[src/rtl/conv2_seq.sv]
// Sequencer for the layer-2 convolution: streams 4-channel samples into 5-deep
// sliding windows, captures each combinational result and writes it out in order.
module conv2_seq #(
    parameter int IN_LEN = 64,
    parameter int ADDR_W = 10
) (
    input  logic              clk,
    input  logic              rst,
    input  logic              start,
    output logic              busy,
    output logic              done,
    output logic              rd_en,
    output logic [ADDR_W-1:0] rd_addr,
    input  logic [31:0]       rd_data,
    output logic              conv_en,
    output logic [39:0]       win_ch1,
    output logic [39:0]       win_ch2,
    output logic [39:0]       win_ch3,
    output logic [39:0]       win_ch4,
    input  logic [63:0]       conv_res,
    output logic              wr_en,
    output logic [ADDR_W-1:0] wr_addr,
    output logic [63:0]       wr_data,
    input  logic              wr_ready
);

    localparam logic [2:0] S_IDLE  = 3'd0;
    localparam logic [2:0] S_READ  = 3'd1;
    localparam logic [2:0] S_SHIFT = 3'd2;
    localparam logic [2:0] S_EVAL  = 3'd3;
    localparam logic [2:0] S_WRITE = 3'd4;
    localparam logic [2:0] S_DONE  = 3'd5;

    // rptr is one bit wider than the address so it can reach IN_LEN itself.
    localparam logic [ADDR_W:0] LAST = (ADDR_W+1)'(IN_LEN);

    logic [2:0]        state;
    logic [ADDR_W:0]   rptr;
    logic [ADDR_W-1:0] wptr;
    logic [2:0]        fill;
    logic [2:0]        fill_nxt;
    logic [3:0][39:0]  win;

    always_comb begin
        fill_nxt = (fill == 3'd5) ? 3'd5 : fill + 3'd1;
    end

    always_ff @(posedge clk) begin
        if (rst) begin
            state   <= S_IDLE;
            rptr    <= '0;
            wptr    <= '0;
            fill    <= '0;
            win     <= '0;
            wr_data <= '0;
            wr_addr <= '0;
        end else begin
            case (state)
                S_IDLE: begin
                    if (start) begin
                        state <= S_READ;
                        rptr  <= '0;
                        wptr  <= '0;
                        fill  <= '0;
                    end
                end
                S_READ: state <= S_SHIFT;
                S_SHIFT: begin
                    // Newest sample enters at element 4; element 0 is the oldest.
                    for (int c = 0; c < 4; c++) begin
                        win[c] <= {rd_data[8*c +: 8], win[c][39:8]};
                    end
                    rptr  <= rptr + (ADDR_W+1)'(1);
                    fill  <= fill_nxt;
                    state <= (fill_nxt < 3'd5) ? S_READ : S_EVAL;
                end
                S_EVAL: begin
                    wr_data <= conv_res;
                    wr_addr <= wptr;
                    state   <= S_WRITE;
                end
                S_WRITE: begin
                    if (wr_ready) begin
                        wptr  <= wptr + ADDR_W'(1);
                        state <= (rptr == LAST) ? S_DONE : S_READ;
                    end
                end
                S_DONE:  state <= S_IDLE;
                default: state <= S_IDLE;
            endcase
        end
    end

    assign busy    = (state != S_IDLE);
    assign done    = (state == S_DONE);
    assign rd_en   = (state == S_READ);
    assign wr_en   = (state == S_WRITE);
    assign conv_en = (state == S_READ) || (state == S_SHIFT) ||
                     (state == S_EVAL) || (state == S_WRITE);
    assign rd_addr = rptr[ADDR_W-1:0];
    assign win_ch1 = win[0];
    assign win_ch2 = win[1];
    assign win_ch3 = win[2];
    assign win_ch4 = win[3];

endmodule

[config.mk]
export PLATFORM = sky130hd
export DESIGN_NAME = conv2_seq
export DESIGN_NICKNAME = d
export VERILOG_FILES = /design/src/rtl/conv2_seq.sv
export SDC_FILE = /design/constraint.sdc
export NUM_CORES = 1
export LEC_CHECK = 0
export ABC_AREA = 1
export CAP_MARGIN = 20
export CORE_MARGIN = 10
export CORE_UTILIZATION = 40
export CTS_CLUSTER_SIZE = 8
export DETAILED_ROUTE_END_ITERATION = 12
export HOLD_SLACK_MARGIN = 0.1
export PLACE_DENSITY = 0.73
export SLEW_MARGIN = 20
export SYNTH_ARGS = -nofsm -noshare
export SYNTH_HDL_FRONTEND = slang
export SYNTH_SLANG_ARGS = --single-unit
[constraint.sdc]
create_clock -name clk -period 1.9 [get_ports clk]
set_clock_uncertainty 0.1 [all_clocks]
set_input_delay 0.285 -clock clk [delete_from_list [all_inputs] [get_ports clk]]
set_output_delay 0.285 -clock clk [all_outputs]
set_load 0.02 [all_outputs]
==> flow_summary.ini <==
[outcome]
status = finished, final reports clean

[sta]
fmax_mhz = 533
hold_viol = 0
hold_slack_ns = 0.307
tns_ns = 0
setup_viol = 0
setup_ws_ns = 0.0250
tightestPinTransition_ns = 0.505
period_share_pct = 98.7
drv_slew = 0
relSlewSlack_pct = 66.4
min_period_ns = 1.87

[cts]
clock_sinks = 261
clock_latency_ns = 0.50
clk_pin_slew_worst_paths_ns = 0.05
numCtsBuffers = 38
cts_tree = yes
cts.path.max_buffers = 3
cts_hold_buf = 0
cts_setup_buffers = 0
cts_max_level = 2
cts_root_buffer = clkbuf_16

[die]
fp.dieH_microns = 174
fp.coreArea_sq_mm = 0.0233
die_area_sq_mm = 0.0301
num_rows = 56
start_util_pct = 40.5
io_pins = 349
die_x_microns = 174

[synthesis]
ys_seq_elements = 261
synth_edf_count = 0
yosysWarnings = 0
ys_async_sr_fraction_pct = 0
ys_types = 25
syn_area_sq_mm = 0.00944
synthCells = 1240
synthFlopType = dfxtp_1
syn-num-nets = 1343
synth_area_per_cell_sq_um = 7.61
seq_area_frac_synth_pct = 55.4

[detailed_routing]
wl_per_cell_microns = 15.9
finalWirelength_microns = 30100
drtPass1Iterations = 5
ant_nets = 0
vias_per_cell = 4.81
drc = 0
via_count = 9102
drtIter0Drc = 668

[power]
p_per_area_mw_per_mm2 = 992
max-vdd-ir-drop_mv = 0.815
p_leak_uw = 0.00658

[layout]
syn_to_final_growth_pct = 52.5
drive_gt1_share_pct = 5.86
utilization_pct = 61.7
num-nets-final = 1672

[grt]
grt_usage_pct = 18.6
grt_pass1_wl_microns = 46300
grt_pass1_vias = 8467
grt_max_degree = 76
overflow = 0
antenna_found_initial = 1

[worst_setup_path]
worstReg2RegEnd = win_ch3[31]
reg2reg_depth = 8
cp_data_required_time_ns = 1.51
crit_buf_inv = 1
crit_slowest_cell = clkdlybuf4s50_1
worstPathMaxFanout = 2
crit_type = reg -> out
cp.arrival_ns = 1.49
r2r-start = state[1]
critPathTopFamily = buffers and inverters
path_cells = clkdlybuf4s50_1
regToRegSetupSlack_ns = 0.16
worst_setup_path_end_kind = primary output
max_stage_delay_ns = 0.65
start_kind = flop

[placed_design]
hpwl_microns = 21500
finalWeightedCongestion = 0.811
place_ws_ns = 0.00825
numPortBuffers = 348

[min_path]
worstHoldPathCells = 3
hold_start = conv_res[50]
hp-class = in -> reg
hold_end = wr_data[50]

[run]
max_cap_violations = 0
-- synthesized netlist by cell type (2+ instances only) --
cell type | number | share of area [%]
nand2_1 | 54 | 2.1
inv_1 | 32 | 1.3
inv_2 | 4 | 0.16
buf_2 | 17 | 0.90
dfxtp_1 | 261 | 55
buf_4 | 15 | 1.2
o21ai_0 | 249 | 13
or2_2 | 2 | 0.13
clkbuf_1 | 56 | 2.2
nand2_2 | 2 | 0.13
ha_1 | 3 | 0.40
nand4_1 | 3 | 0.20
nor3_1 | 7 | 0.37
nand3_1 | 15 | 0.80
nor2_1 | 483 | 19
o211ai_1 | 2 | 0.16
a21oi_1 | 27 | 1.4
-- stage by stage --
stage	power [uW]	std cells	area, sq um
floorplan	7320	1240	9440
global placement	8480	1848	13300
detailed placement	8520	1848	13300
CTS	14500	1890	14200
global route	14900	1891	14400
finish	14300	1891	14400
-- what timing repair did --
item,CTS,global route
pin swaps,0,0
gates resized for setup,62,69
setup endpoints to repair,45,68
-- per-layer routing --
| metal | share of wire (%) | vias to the layer above | global-route usage [%] | wire length, microns |
|---|---|---|---|---|
| met5 | 0 | - | 0 | 0 |
| met4 | 1.9 | 0 | 5.20 | 567 |
| met3 | 7.3 | 37 | 5.79 | 2180 |
| met2 | 50 | 265 | 33.0 | 14900 |
| met1 | 41 | 4184 | 20.9 | 12400 |
| li1 | - | 4616 | - | - |
-- layout by cell type (no fill, tap or decap), drive strengths merged --
cell / count
nand4: 3
diode: 1
buf: 35
clkdlybuf4s50: 240
dlymetal6s2s: 63
nor2: 484
or2: 3
o22ai: 1
dlygate4sd2: 40
xor2: 1
inv: 36
a2bb2oi: 1
o211ai: 2
ha: 3
nand3: 16
clkinv: 1
a21oi: 27
nor3: 7
dfxtp: 261
o21ai: 250
clkbuf: 41
nand2: 56
-- cells by family (layout without fill, tap and decap cells) --
kind of cell | after synthesis | in the layout | share of synthesized area (%)
AND/OR/NAND/NOR | 569 | 569 | 23.3
AO/OA/AOI/OAI | 281 | 281 | 15.0
buffers and inverters | 125 | 456 | 5.87
other | 0 | 1 | 0
adder cells (fa/ha/maj) | 3 | 3 | 0.398
XOR/XNOR | 1 | 1 | 0.0928
flip-flops | 261 | 261 | 55.4
-- power by group --
group / leakage (uW) / internal (uW) / switching (uW)
Sequential: 0.00212 / 5830 / 220
Clock: 0.000509 / 3750 / 2190
Combinational: 0.00395 / 1020 / 1270
-- flip-flops by register name (all words and copies together) (netlist names) --
name and flops:
win_ch2 40, wr_addr 10, wr_data 64, fill 3, rptr 11, win_ch1 40, win_ch4 40, state 3
win_ch3 40, wptr 10
-- worst max path at each step --
stage / startpoint / depth (start not counted) / to
2_1_floorplan: state[0] / 4 / conv_en
3_3_place_gp: state[0] / 5 / conv_en
3_5_place_dp: state[0] / 5 / conv_en
4_1_cts: state[1] / 4 / busy
5_1_grt: state[0] / 4 / wr_en
6_report: wr_addr[9] / 1 / wr_addr[9]
-- cell type report --
class,count,area (sq um)
Fill cell,2110,8940
Sequential cell,261,5230
Timing Repair Buffer,378,3920
Multi-Input combinational cell,854,3670
Clock buffer,41,1030
Tap cell,319,399
Inverter,36,140
Clock inverter,1,5.00
Antenna cell,1,2.50
(Power assumes the default switching activity.)
